### src/rtl/timer_pkg.sv
// Register map and field positions for the rysy timer, shared with address decode.
// No logic; constants and types only.
// Not applicable: nothing here carries flow control.
package timer_pkg;

    // Word offsets of the four timer registers (addr[1:0])
    typedef enum logic [1:0] {
        TMR_CTRL  = 2'd0,
        TMR_COUNT = 2'd1,
        TMR_CMP   = 2'd2,
        TMR_STAT  = 2'd3
    } tmr_reg_e;

    // CTRL field positions
    localparam int CTRL_EN      = 0;
    localparam int CTRL_RELOAD  = 1;
    localparam int CTRL_IRQ_EN  = 2;
    localparam int CTRL_DIV_LSB = 8;

    // STATUS flag positions
    localparam int STAT_MATCH = 0;
    localparam int STAT_OVF   = 1;

endpackage

### src/rtl/timer_prescaler.sv
// Divides the clock by div+1 and emits a one-cycle tick while enabled.
// Latency: tick is combinational from the registered phase count; first tick div+1 cycles after enable.
// No backpressure: tick is a pulse, the consumer must take it in the cycle it fires.
module timer_prescaler #(
    parameter int PRESC_W = 8
) (
    input  logic               clk,
    input  logic               rst,
    input  logic               en,
    input  logic               clr,
    input  logic [PRESC_W-1:0] div,
    output logic               tick
);

    logic [PRESC_W-1:0] pcnt;

    assign tick = en && (pcnt == div);

    // Phase counter: restarts on disable or on any CTRL write, wraps after reaching div
    always_ff @(posedge clk or posedge rst) begin
        if (rst) begin
            pcnt <= '0;
        end else if (!en || clr) begin
            pcnt <= '0;
        end else if (tick) begin
            pcnt <= '0;
        end else begin
            pcnt <= pcnt + PRESC_W'(1);
        end
    end

endmodule

### src/rtl/rysy_timer.sv
// Memory-mapped prescaled 32-bit timer with compare/auto-reload, sticky flags and level irq.
// Latency: read data registered one cycle after addr; writes take effect at the sampling edge.
// No backpressure: the slave always accepts a write and always returns read data next cycle.
module rysy_timer
    import timer_pkg::*;
#(
    parameter int WIDTH   = 32,
    parameter int PRESC_W = 8
) (
    input  logic               clk,
    input  logic               rst,
    input  logic [7:0]         addr,
    input  logic [WIDTH/8-1:0] be,
    input  logic [WIDTH-1:0]   wdata,
    input  logic               we,
    output logic [WIDTH-1:0]   q,
    output logic               irq
);

    localparam int NB = WIDTH / 8;

    // Replace only the byte lanes whose enable is set
    function automatic logic [WIDTH-1:0] merge_bytes(
        input logic [WIDTH-1:0] old_v,
        input logic [WIDTH-1:0] new_v,
        input logic [NB-1:0]    lane_en
    );
        logic [WIDTH-1:0] r;
        r = old_v;
        for (int i = 0; i < NB; i++) begin
            if (lane_en[i]) begin
                r[8*i +: 8] = new_v[8*i +: 8];
            end
        end
        return r;
    endfunction

    logic               ctrl_en;
    logic               ctrl_reload;
    logic               ctrl_irq_en;
    logic [PRESC_W-1:0] ctrl_div;
    logic [WIDTH-1:0]   count_r;
    logic [WIDTH-1:0]   cmp_r;
    logic               match_f;
    logic               ovf_f;

    tmr_reg_e         sel;
    logic             wr_ctrl;
    logic             wr_count;
    logic             wr_cmp;
    logic             wr_stat;
    logic [WIDTH-1:0] ctrl_img;
    logic [WIDTH-1:0] stat_img;
    logic [WIDTH-1:0] ctrl_new;
    logic             tick;
    logic [WIDTH-1:0] count_inc;
    logic [WIDTH-1:0] count_nxt;
    logic             set_match;
    logic             set_ovf;
    logic             hw_stop;
    logic             clr_match;
    logic             clr_ovf;
    logic [WIDTH-1:0] rd_dat;

    assign sel      = tmr_reg_e'(addr[1:0]);
    assign wr_ctrl  = we && (sel == TMR_CTRL);
    assign wr_count = we && (sel == TMR_COUNT);
    assign wr_cmp   = we && (sel == TMR_CMP);
    assign wr_stat  = we && (sel == TMR_STAT);

    // Only the low byte lane carries the flags, so W1C needs be[0]
    assign clr_match = wr_stat && be[0] && wdata[STAT_MATCH];
    assign clr_ovf   = wr_stat && be[0] && wdata[STAT_OVF];

    // Register images as software sees them; reserved bits read as zero
    always_comb begin
        ctrl_img = '0;
        ctrl_img[CTRL_EN]     = ctrl_en;
        ctrl_img[CTRL_RELOAD] = ctrl_reload;
        ctrl_img[CTRL_IRQ_EN] = ctrl_irq_en;
        ctrl_img[CTRL_DIV_LSB +: PRESC_W] = ctrl_div;
        stat_img = '0;
        stat_img[STAT_MATCH] = match_f;
        stat_img[STAT_OVF]   = ovf_f;
    end

    assign ctrl_new = merge_bytes(ctrl_img, wdata, be);

    wire unused_bits = &{1'b0, addr[7:2],
                         ctrl_new[WIDTH-1:CTRL_DIV_LSB+PRESC_W],
                         ctrl_new[CTRL_DIV_LSB-1:CTRL_IRQ_EN+1]};

    timer_prescaler #(
        .PRESC_W (PRESC_W)
    ) u_presc (
        .clk  (clk),
        .rst  (rst),
        .en   (ctrl_en),
        .clr  (wr_ctrl),
        .div  (ctrl_div),
        .tick (tick)
    );

    assign count_inc = count_r + WIDTH'(1);

    // Next count: software write beats the tick; match is judged on the incremented value
    always_comb begin
        count_nxt = count_r;
        set_match = 1'b0;
        set_ovf   = 1'b0;
        hw_stop   = 1'b0;
        if (wr_count) begin
            count_nxt = merge_bytes(count_r, wdata, be);
        end else if (tick) begin
            set_ovf = &count_r;
            if (count_inc == cmp_r) begin
                set_match = 1'b1;
                if (ctrl_reload) begin
                    count_nxt = '0;
                end else begin
                    count_nxt = count_inc;
                    hw_stop   = 1'b1;
                end
            end else begin
                count_nxt = count_inc;
            end
        end
    end

    // CTRL fields; a software write overrides the one-shot self-disable
    always_ff @(posedge clk or posedge rst) begin
        if (rst) begin
            ctrl_en     <= 1'b0;
            ctrl_reload <= 1'b0;
            ctrl_irq_en <= 1'b0;
            ctrl_div    <= '0;
        end else if (wr_ctrl) begin
            ctrl_en     <= ctrl_new[CTRL_EN];
            ctrl_reload <= ctrl_new[CTRL_RELOAD];
            ctrl_irq_en <= ctrl_new[CTRL_IRQ_EN];
            ctrl_div    <= ctrl_new[CTRL_DIV_LSB +: PRESC_W];
        end else if (hw_stop) begin
            ctrl_en <= 1'b0;
        end
    end

    // COUNT and COMPARE registers
    always_ff @(posedge clk or posedge rst) begin
        if (rst) begin
            count_r <= '0;
            cmp_r   <= '0;
        end else begin
            count_r <= count_nxt;
            if (wr_cmp) begin
                cmp_r <= merge_bytes(cmp_r, wdata, be);
            end
        end
    end

    // Sticky flags; a hardware set in the same cycle beats a W1C clear
    always_ff @(posedge clk or posedge rst) begin
        if (rst) begin
            match_f <= 1'b0;
            ovf_f   <= 1'b0;
        end else begin
            match_f <= set_match | (match_f & ~clr_match);
            ovf_f   <= set_ovf   | (ovf_f   & ~clr_ovf);
        end
    end

    // Read mux on pre-write state, so read-during-write returns the old value
    always_comb begin
        rd_dat = '0;
        case (sel)
            TMR_CTRL:  rd_dat = ctrl_img;
            TMR_COUNT: rd_dat = count_r;
            TMR_CMP:   rd_dat = cmp_r;
            TMR_STAT:  rd_dat = stat_img;
            default:   rd_dat = '0;
        endcase
    end

    // Registered read data and level interrupt, both one cycle behind their sources
    always_ff @(posedge clk or posedge rst) begin
        if (rst) begin
            q   <= '0;
            irq <= 1'b0;
        end else begin
            q   <= rd_dat;
            irq <= (match_f & ctrl_irq_en) | (ovf_f & ctrl_irq_en);
        end
    end

endmodule
### config.mk
export PLATFORM = sky130hd
export DESIGN_NAME = rysy_timer
export DESIGN_NICKNAME = d
export VERILOG_FILES = /design/src/rtl/timer_pkg.sv /design/src/rtl/timer_prescaler.sv /design/src/rtl/rysy_timer.sv
export SDC_FILE = /design/constraint.sdc
export NUM_CORES = 1
export LEC_CHECK = 0
export CORE_ASPECT_RATIO = 1.4
export CORE_MARGIN = 2
export CORE_UTILIZATION = 40
export CTS_CLUSTER_SIZE = 28
export DETAILED_ROUTE_END_ITERATION = 12
export PLACE_DENSITY_LB_ADDON = 0.08
export SETUP_SLACK_MARGIN = 0.1
export SYNTH_ARGS = -nofsm -noshare
export SYNTH_HDL_FRONTEND = slang
export SYNTH_SLANG_ARGS = --single-unit
### constraint.sdc
create_clock -name clk -period 6.18 [get_ports clk]
set_input_delay 1.236 -clock clk [delete_from_list [all_inputs] [get_ports clk]]
set_output_delay 1.236 -clock clk [all_outputs]
set_load 0.05 [all_outputs]
==> After elaboration in Yosys (flattened, before gate mapping) <==
Index checks and enable logic that the tools add are counted.
{ "word_totals": {"ff_bits": 118, "word_cells": 86} }
{ "op_classes": {"eq_ne": 10, "addsub": 2, "reduce_logical": 25, "bitwise_logic": 9, "muxes": 23} }
{ "ops": {"columns": ["op", "n"], "rows": [
  ["32-bit 2-to-1 mux", 4],
  ["32-bit case mux with 4 select lines", 1],
  ["8-bit 2-to-1 mux", 6],
  ["32-bit by 1-bit adder with 32-bit output, second input constant", 1],
  ["32-bit equality test", 1],
  ["32-bit AND reduction", 1],
  ["2-bit AND reduction", 11],
  ["1-bit 2-to-1 mux", 12],
  ["2-bit != test, second input constant", 5],
  ["8-bit by 1-bit adder with 8-bit output, second input constant", 1],
  ["8-bit equality test", 1],
  ["1-bit logical AND", 8],
  ["1-bit bitwise AND", 4],
  ["2-bit equality test, second input constant", 2],
  ["2-bit nonzero test", 2],
  ["1-bit bitwise OR", 3],
  ["2-bit by 1-bit equality test with 1-bit output, second input constant", 1],
  ["2-bit logical NOT", 1],
  ["1-bit inverter", 2],
  ["1-bit logical NOT", 1],
  ["1-bit logical OR", 1]
]} }

==> Longest topological paths before layout <==
Gate-level depths: netlist of run 1.
{ "logic_depth": {"depth_word": 7, "depth_mapped": 12, "ltp_nobuf": 10} }

==> Modules after synthesis <==
Synthesis of run 1 repeated with hierarchy kept, for this count alone.
{ "hier_totals": {"cells_unflattened": 654, "hier_area_um2": 6726.5} }
{ "by_module_without_submodules": {"columns": ["module", "seq_area_each_um2", "n_inst", "area_per_inst_um2", "cells_per_inst"], "rows": [
  ["rysy_timer", 2752.6, 1, 6194.7, 605],
  ["timer_prescaler", 200.2, 1, 531.8, 49]
]} }

==> Worst setup path before layout of run 1 <==
No wires, ideal clock.
{ "synth_timing": {"kind": "register -> register", "start": "register count_r[0]", "end": "register count_r[20]", "stages_incl_launch_ff": 12, "slack_ns": 2.899, "required_ns": 6.056, "setup_time_ns": 0.124, "t_arrival_ns": 3.157, "path_buffers": 3, "path_cell_list": "dfrtp_1 buf_2 nand4_2 nor4_4 clkbuf_1 nand3_1 a2111oi_1 nand4_1 o41ai_4 buf_6 o21ai_1 a211o_1"} }
{ "synth_via": {"elab_chain_len": 5} }
{ "synth_lines": {"columns": ["element", "line_no", "source"], "rows": [
  ["start, declared", "rysy_timer.sv:42", "logic [WIDTH-1:0] count_r;"],
  ["start signal, assigned", "rysy_timer.sv:153", "count_r <= count_nxt;"],
  ["32-bit by 1-bit adder with 32-bit output (*)", "rysy_timer.sv:104", "assign count_inc = count_r + WIDTH'(1);"],
  ["32-bit equality test / 32-bit 2-to-1 mux (equally long branches)", "rysy_timer.sv:116, rysy_timer.sv:118", null],
  ["32-bit 2-to-1 mux (*)", "rysy_timer.sv:116", "if (count_inc == cmp_r) begin"],
  ["32-bit 2-to-1 mux (*)", "rysy_timer.sv:114", "end else if (tick) begin"],
  ["32-bit 2-to-1 mux (*)", "rysy_timer.sv:112", "if (wr_count) begin"]
]} }
Mark *: on every way between the ends. The rest lies on a longest branch, timed or not. The select of a mux whose other input is x is not followed.
A chain may end at the register's enable or synchronous reset.

==> Worst setup path after layout of run 1 <==
{ "layout_timing": {"start": "register count_r[0]", "end": "register count_r[28]"} }
The elaborated chain is that of the path after synthesis.

==> impl_metrics.json, run 1 <==
{
  "outcome": "finished with violations",
  "violations": "design-rule violations",
  "startpoint_type": "register",
  "final_common_cell": "dfrtp_1",
  "crit_fanout": 36,
  "cts_made_buffers": 17,
  "rows": 55,
  "fin_util": 0.4953,
  "core_area_um2": 16240,
  "tritoncts": "done",
  "yosys_warnings": 0,
  "track_usage": 0.2204,
  "layout.cells.non_filler": 930,
  "rrSetupSlack_ps": 1930,
  "arrival_ps": 4550,
  "ys_async_sr_fraction": 1.000,
  "port_buffers": 73,
  "gp_congestion": 0.9118,
  "antenna_found_initial": 0,
  "crit_path_cell_trace": "ha_1, nand3_1, or4_1, nor3_2, xnor2_1, a2111oi_1, nand4_1, o41ai_4, buf_4, o31ai_1, a22o_1",
  "cts.reportedPaths.clkPinSlew_ps": 50,
  "wl_per_cell_um": 19.95,
  "initial_utilization": 0.4106,
  "finalClockSkew_ps": 7.647,
  "ys.flop_type": "dfrtp_1",
  "h-tree-depth": 4,
  "drc_errors": 5,
  "p_leak_nw": 3.400,
  "worstHoldPathCells": 2,
  "cts_resized": 0,
  "ir_drop_v": 0.0001993,
  "finalMaxSlewViolations": 0,
  "crit_path_end_kind": "register",
  "ios": 80,
  "hp-class": "register to register",
  "cts.sinks": 118,
  "pre_cts_ws_ps": 1871,
  "hold_violations": 0,
  "rsz0062_at_grt": "false",
  "grt_max_degree": 74,
  "synthMuxAreaShare": 0.08951,
  "register_area_um2": 2953,
  "via_per_inst": 5.783,
  "synth-simple-area-share": 0.1674,
  "max-cap-violations": 0,
  "netlist_area_um2": 6668,
  "finalCriticalPeriod_ps": 4249,
  "die_x_um": 113.1,
  "area_delta_synth_final_pct": 20.64,
  "routed_wl_um": 18550,
  "synth_top_family_by_area": "simple AND/OR/NAND/NOR gates",
  "r2r_cells": 11,
  "power_density_nw_per_um2": 381.6,
  "required_ps": 6480,
  "dieArea_um2": 17730,
  "avgSynthCellArea_um2": 9.907,
  "setup_viol": 0,
  "maxSlewHeadroom": 0.3760,
  "final_nets": 769,
  "mostFrequentLayoutCells": "dfrtp_1 (118), nand2_1 (75), clkdlybuf4s50_1 (73)",
  "grt_pass1_vias": 5587,
  "worst_slack_ps": 1931,
  "ctsRootBufferMaster": "clkbuf_16",
  "tightestPinTransition_ps": 936.1,
  "route.antenna.remaining_nets": 0,
  "antenna_cells": 0,
  "crit_type": "register to register",
  "grt_pass1_wl_um": 30360,
  "final.setup.tns_ps": 0,
  "post-place-cells": 900,
  "hold-worst-slack_ps": 526.3,
  "grt_overflow": 0,
  "cts_buffer_depth": 2,
  "synth_xor_area_frac": 0.08351,
  "synth_cells": 673,
  "max_freq_ghz": 0.2353,
  "synthAdderAreaFrac": 0.003753,
  "crit_slowest_cell": "or4_1",
  "synth_enable_flop_cells": 0,
  "ys_types": 58,
  "die_h_um": 156.8,
  "layout-drive-gt1-share": 0.1259,
  "post-route-period-util": 0.6876,
  "synth.net_count": 722,
  "nFillCells": 1540,
  "vias": 5378,
  "hpwl_um": 13060,
  "yosysSeqAreaShare": 0.4429,
  "clk_latency_ps": 420,
  "max_stage_delay_ps": 610,
  "multi_input_area_um2": 3411,
  "ctsHoldBuffers": 0,
  "drtPass1Iterations": 9,
  "synth-compound-area-share": 0.1670,
  "drt_iter0_markers": 448,
  "postCtsSetupRepairBufs": 0,
  "synth-seq-cells": 118
}
-- logic make-up (layout without fill, tap and decap cells) --
group                      after synthesis  count (layout)
and+or+nand+nor                        213             213
AOI/OAI and AO/OA                      154             154
DFF                                    118             118
buffers and inverters                   72             130
xor gates and xnor gates                62              62
muxes                                   52              52
adders and majority gates                2               2
-- area by class of cell --
| class | count | share of cell area |
|---|---|---|
| multi-input combinational | 483 | 0.4240 |
| sequential | 118 | 0.3671 |
| timing repair buffer | 82 | 0.09924 |
| clock buffer | 20 | 0.05677 |
| tap | 199 | 0.03095 |
| clock inverter | 10 | 0.01322 |
| inverter | 18 | 0.008711 |
-- report_power, final --
group          total [mW]  switching [mW]  internal (mW)
clock network       0.958           0.353          0.605
registers            1.20           0.251          0.945
logic               0.916           0.516          0.400
-- synth_stat cells, types with 2 or more instances --
| master | instances | area [µm²] |
|---|---|---|
| mux2_2 | 41 | 461.7 |
| o21ai_1 | 27 | 135.1 |
| o21ai_0 | 26 | 130.1 |
| nand3_1 | 22 | 110.1 |
| a31oi_1 | 3 | 18.77 |
| buf_2 | 11 | 55.05 |
| mux2i_1 | 9 | 90.09 |
| o21a_1 | 2 | 15.01 |
| nor2b_1 | 5 | 31.28 |
| o31ai_1 | 21 | 157.7 |
| nor4b_1 | 3 | 26.28 |
| a2111oi_0 | 2 | 17.52 |
| o211ai_1 | 4 | 30.03 |
| nand4_2 | 2 | 25.02 |
| nand2_1 | 75 | 281.5 |
| o2111ai_1 | 2 | 17.52 |
| a211o_1 | 3 | 26.28 |
| xnor2_1 | 30 | 262.8 |
| inv_1 | 18 | 67.56 |
| or4_1 | 3 | 22.52 |
| nand4_1 | 16 | 100.1 |
| ha_1 | 2 | 25.02 |
| nor4_1 | 8 | 50.05 |
| a21oi_1 | 4 | 20.02 |
| clkbuf_1 | 38 | 142.6 |
| o41ai_1 | 2 | 17.52 |
| nand2b_1 | 5 | 31.28 |
| and2_1 | 4 | 25.02 |
| a22o_1 | 49 | 429.2 |
| buf_4 | 4 | 30.03 |
| nor2_1 | 24 | 90.09 |
| xor2_1 | 31 | 271.5 |
| nor3_1 | 11 | 55.05 |
| and3_1 | 20 | 125.1 |
| and4_1 | 5 | 43.79 |
| mux4_2 | 2 | 45.04 |
| dfrtp_1 | 118 | 2953 |
-- per-stage QoR --
step	area (µm²)	power, mW
3_5_place_dp	7481	2.122
6_report	8044	3.070
4_1_cts	8044	3.090
2_1_floorplan	6668	1.836
5_1_grt	8044	3.231
3_3_place_gp	7481	2.106
-- registers in the layout, summed over array words and instances, names as in the netlist --
name	count
cmp_r	32
ctrl_div	8
q	32
ctrl_irq_en	1
ctrl_en	1
count_r	32
ctrl_reload	1
ovf_f	1
irq	1
match_f	1
u_presc.pcnt	8
-- worst max-delay path: cells and delay by family (launching register included) --
kind	cells	cell delay (ps)
flops	1	520
simple gates	4	1560
compound gates	4	1130
fa+ha+maj	1	310
buf+inv	1	430
xor+xnor	1	160
-- per-layer routing --
layer / up-vias / global-route usage / share of wire
li1: 2534 / - / -
met2: 142 / 0.3730 / 0.51
met5: - / 0 / 0
met4: 0 / 0.08943 / 0.027
met3: 33 / 0.04493 / 0.042
met1: 2669 / 0.2745 / 0.42
-- worst paths after layout --
check                                start          end
worst max-delay path            count_r[0]  count_r[28]
worst min-delay path               match_f      match_f
worst max register to register  count_r[0]  count_r[28]
worst min register to register     match_f      match_f
max in group asynchronous              rst    cmp_r[26]
min in group asynchronous              rst         q[1]
No activity file was read; power rests on OpenSTA's default activity.
==> inputs of run 2 (changes only) <==
==> constraint.sdc (replaced) <==
create_clock -name clk -period 3.8 [get_ports clk]
set_input_delay 0.76 -clock clk [delete_from_list [all_inputs] [get_ports clk]]
set_output_delay 0.76 -clock clk [all_outputs]
set_load 0.05 [all_outputs]
==> impl_metrics.json, run 2 (synthesis results as in run 1) <==
{
  "arrival_ps": 3820,
  "finalMaxSlewViolations": 0,
  "crit_fanout": 12,
  "die_x_um": 113.1,
  "gp_congestion": 0.9546,
  "max_stage_delay_ps": 540,
  "startpoint_type": "register",
  "clk_latency_ps": 420,
  "cts.sinks": 118,
  "outcome": "finished with violations",
  "setup_viol": 0,
  "rsz0062_at_grt": "false",
  "antenna_cells": 0,
  "mostFrequentLayoutCells": "dfrtp_1 (118), nand2_1 (75), clkdlybuf4s50_1 (73)",
  "port_buffers": 73,
  "max_freq_ghz": 0.2844,
  "area_delta_synth_final_pct": 27.68,
  "violations": "design-rule violations",
  "initial_utilization": 0.4106,
  "p_leak_nw": 3.682,
  "wl_per_cell_um": 19.97,
  "drtPass1Iterations": 8,
  "grt_pass1_wl_um": 31580,
  "max-cap-violations": 0,
  "drc_errors": 3,
  "cts_made_buffers": 17,
  "vias": 5655,
  "cts_buffer_depth": 2,
  "final_nets": 825,
  "die_h_um": 156.8,
  "required_ps": 4100,
  "core_area_um2": 16240,
  "final.setup.tns_ps": 0,
  "layout-drive-gt1-share": 0.1967,
  "power_density_nw_per_um2": 605.9,
  "cts.reportedPaths.clkPinSlew_ps": 60,
  "crit_path_cell_trace": "ha_2, buf_4, and3_2, a311o_1, a21oi_1, or4_1, nor4_2, nand4bb_1, o41ai_4, buf_4, buf_6, buf_12, o41ai_1, a22o_1",
  "ir_drop_v": 0.0002878,
  "routed_wl_um": 19720,
  "largestRegisters": "cmp_r x32, count_r x32, q x32",
  "crit_type": "register to register",
  "post-route-period-util": 0.9253,
  "ctsRootBufferMaster": "clkbuf_16",
  "finalCriticalPeriod_ps": 3516,
  "via_per_inst": 5.729,
  "ios": 80,
  "finalClockSkew_ps": 10.46,
  "grt_max_degree": 69,
  "hp-class": "register to register",
  "grt_overflow": 0,
  "nFillCells": 1495,
  "final_common_cell": "dfrtp_1",
  "crit_path_end_kind": "register",
  "tritoncts": "done",
  "finalPower_mw": 5.158,
  "track_usage": 0.2293,
  "crit_top_cell": "buf_4",
  "dieArea_um2": 17730,
  "tightestPinTransition_ps": 638.7,
  "grt_pass1_vias": 5960,
  "crit_slowest_cell": "or4_1",
  "drt_iter0_markers": 367,
  "h-tree-depth": 4,
  "hold_violations": 0,
  "register_area_um2": 2953,
  "hpwl_um": 14330,
  "rows": 55,
  "antenna_found_initial": 0,
  "route.antenna.remaining_nets": 0,
  "maxSlewHeadroom": 0.5742,
  "multi_input_area_um2": 3442
}
==> run 2: changes by cell type in the layout (fill, tap and decap cells not counted), sizes merged <==
cell      delta
buf         +55
bufinv       -2
clkbuf       +4
clkinv       -1
clkinvlp     +2
inv          -1
==> run 2: worst paths after layout <==
path | startpoint | endpoint | slack, ps | cells past startpoint
max in group asynchronous | rst | q[15] | 2340 | 3
max | count_r[1] | count_r[26] | 280 | 14
max reg2reg | count_r[1] | count_r[26] | 280 | 14
min in group asynchronous | rst | cmp_r[17] | 720 | 2
min | match_f | irq | 530 | 1
min reg2reg | match_f | irq | 530 | 1
==> run 2: report_power, final <==
group	switching (mW)	total, mW	internal (mW)
combinational	1.05	1.87	0.820
sequential	0.270	1.81	1.54
clock	0.574	1.48	0.909
==> run 2: repair_timing <==
action / CTS / global route
hold buffers: 0 / 0
buffers inserted: 1 / 2
resized for setup: 2 / 8
gates cloned: 0 / 1
endpoints found under the setup margin: 19 / 32
pin swaps: 1 / 3
==> run 2: metal layers <==
layer  global-route usage  wire length (µm)  vias to the layer above
met1               0.2692              8047                     2849
met4              0.08711               474                        0
li1                     -                 -                     2647
met3              0.04144               625                       32
met5                    0                 0                        -
met2               0.4140             10570                      127
==> run 2: layout make-up <==
cell class	instances	share of cell area
timing repair buffer	138	0.1470
clock buffer	23	0.05850
clock inverter	8	0.005732
sequential	118	0.3469
tap	199	0.02925
inverter	18	0.008377
multi-input combinational	483	0.4043
==> run 2: stage by stage <==
step	instance area [µm²]	hold slack, ps	util	instances	setup WS [ps]
after detailed placement	7898	511.1	0.4863	952	52.84
final	8513	528.8	0.5242	987	283.9
after global routing	8513	564.5	0.5242	987	126.2
after global placement	7898	510.1	0.4863	952	33.63
after floorplan	6671	462.9	-	673	518.7
after CTS	8459	530.9	0.5209	984	114.0
==> run 2: worst max-delay path, delay by kind of cell, from the launching register on <==
kind	cells	cell delay, ps
simple gates	4	1300
compound gates	5	920
buf+inv	4	610
flops	1	360
fa+ha+maj	1	200
==> inputs of run 3 (changes only) <==
--- a/config.mk
+++ b/config.mk
@@ -8,10 +8,12 @@
 export CORE_ASPECT_RATIO = 1.4
 export CORE_MARGIN = 2
 export CORE_UTILIZATION = 40
+export CTS_BUF_LIST = sky130_fd_sc_hd__clkbuf_8
 export CTS_CLUSTER_SIZE = 28
 export DETAILED_ROUTE_END_ITERATION = 12
 export PLACE_DENSITY_LB_ADDON = 0.08
 export SETUP_SLACK_MARGIN = 0.1
+export SLEW_MARGIN = 0
 export SYNTH_ARGS = -nofsm -noshare
 export SYNTH_HDL_FRONTEND = slang
 export SYNTH_SLANG_ARGS = --single-unit
==> impl_metrics.json, run 3 (synthesis results as in run 1) <==
{
  "finalMaxSlewViolations": 0,
  "cts.reportedPaths.clkPinSlew_ps": 70,
  "routed_wl_um": 19600,
  "max_stage_delay_ps": 380,
  "place_area_um2": 7898,
  "die_h_um": 156.8,
  "arrival_ps": 3860,
  "cts.sinks": 118,
  "gp_congestion": 0.9546,
  "r2r-end": "count_r[24]",
  "drtPass1Iterations": 9,
  "crit_path_end_kind": "register",
  "die_x_um": 113.1,
  "max-cap-violations": 0,
  "rrSetupSlack_ps": 270,
  "route.antenna.remaining_nets": 0,
  "h-tree-depth": 4,
  "finalClockSkew_ps": 12.60,
  "crit_path_cell_trace": "ha_1, buf_4, and3_2, o21ai_0, o2111ai_1, nor4_2, o2111ai_1, nand4bb_1, o41ai_4, buf_4, buf_6, buf_12, o31ai_1, a22o_1",
  "hold_violations": 0,
  "final.setup.tns_ps": 0,
  "stdcell_area_um2": 8319,
  "final_nets": 825,
  "hpwl_um": 14330,
  "grt_max_degree": 69,
  "core_area_um2": 16240,
  "rsz0062_at_grt": "false",
  "worst-path-stages": 14,
  "max_freq_ghz": 0.2832,
  "antenna_cells": 0,
  "grt_overflow": 0,
  "fin_util": 0.5123,
  "crit_slowest_cell": "dfrtp_1",
  "layout.cells.non_filler": 987,
  "ctsRootBufferMaster": "clkbuf_8",
  "ctsHoldBuffers": 0,
  "maxSlewHeadroom": 0.5802,
  "r2r_start": "count_r[0]",
  "tritoncts": "done",
  "violations": "design-rule violations",
  "outcome": "finished with violations",
  "clk_latency_ps": 450,
  "final_common_cell": "dfrtp_1",
  "antenna_found_initial": 0,
  "layout-drive-gt1-share": 0.1954,
  "crit_path_end": "count_r[24]",
  "drc_errors": 3,
  "dieArea_um2": 17730,
  "mostFrequentLayoutCells": "dfrtp_1 (118), nand2_1 (75), clkdlybuf4s50_1 (73)",
  "power_density_nw_per_um2": 565.5,
  "startpoint_type": "register",
  "crit_path_start": "count_r[0]",
  "drt_iter0_markers": 330,
  "required_ps": 4130,
  "via_per_inst": 5.725,
  "cts_made_buffers": 17,
  "cts_buffer_depth": 2,
  "hp-class": "register to register",
  "rows": 55,
  "grt_pass1_wl_um": 31510,
  "finalCriticalPeriod_ps": 3531,
  "grt_pass1_vias": 5962,
  "post-place-cells": 952,
  "setup_viol": 0,
  "crit_type": "register to register",
  "largestRegisters": "cmp_r x32, count_r x32, q x32",
  "vias": 5651,
  "tightestPinTransition_ps": 629.7,
  "ir_drop_v": 0.0002407,
  "initial_utilization": 0.4106,
  "wl_per_cell_um": 19.86,
  "path_delay_family": "compound AO/OA/AOI/OAI gates",
  "post-route-period-util": 0.9291,
  "ios": 80,
  "path_buf_inv": 4,
  "area_delta_synth_final_pct": 24.77,
  "r2r_cells": 14,
  "crit_fanout": 12,
  "nFillCells": 1512,
  "track_usage": 0.2295,
  "port_buffers": 73,
  "p_leak_nw": 3.600
}
run 3: cell types whose count changed in the layout (fill, tap and decap cells not counted), sizes merged:
cell,change
clkbuf,-1
inv,+1
run 3: layer usage:
layer,track usage,vias to the layer above,share of wire
met5,0,-,0
met4,0.1016,0,0.024
met3,0.03563,30,0.038
met2,0.4157,143,0.54
met1,0.2658,2835,0.40
li1,-,2643,-
run 3: worst min path at each step:
stage / startpoint / to / cells after the start
after floorplan: ovf_f / ovf_f / 2
after global placement: match_f / match_f / 2
after detailed placement: match_f / irq / 1
after CTS: match_f / irq / 1
after global routing: match_f / match_f / 2
final: match_f / irq / 1
run 3: metrics by stage:
step	worst slack [ps]	total power [mW]	hold slack, ps
2_1_floorplan	518.7	2.986	462.9
3_3_place_gp	33.63	3.636	510.1
3_5_place_dp	52.84	3.663	511.1
4_1_cts	126.6	4.721	534.6
5_1_grt	133.2	4.985	569.1
6_report	269.4	4.705	527.7
run 3: layout make-up:
type | count | area (µm²) | area share
flip-flops and latches | 118 | 2953 | 0.3549
inverters | 18 | 71.32 | 0.008573
well taps | 199 | 249.0 | 0.02993
clock buffers | 22 | 302.8 | 0.03640
multi-input cells | 483 | 3440 | 0.4134
repair buffers | 138 | 1251 | 0.1504
clock inverters | 9 | 52.55 | 0.006317
run 3: power by group:
part           switching, mW  internal [mW]
Clock                  0.510          0.526
Sequential             0.269           1.54
Combinational           1.05          0.818
run 3: what timing repair did:
action | in CTS | in global routing
pin swaps | 1 | 2
gates cloned | 0 | 1
setup endpoints to repair | 19 | 32
buffers inserted | 1 | 2
resized for setup | 2 | 7
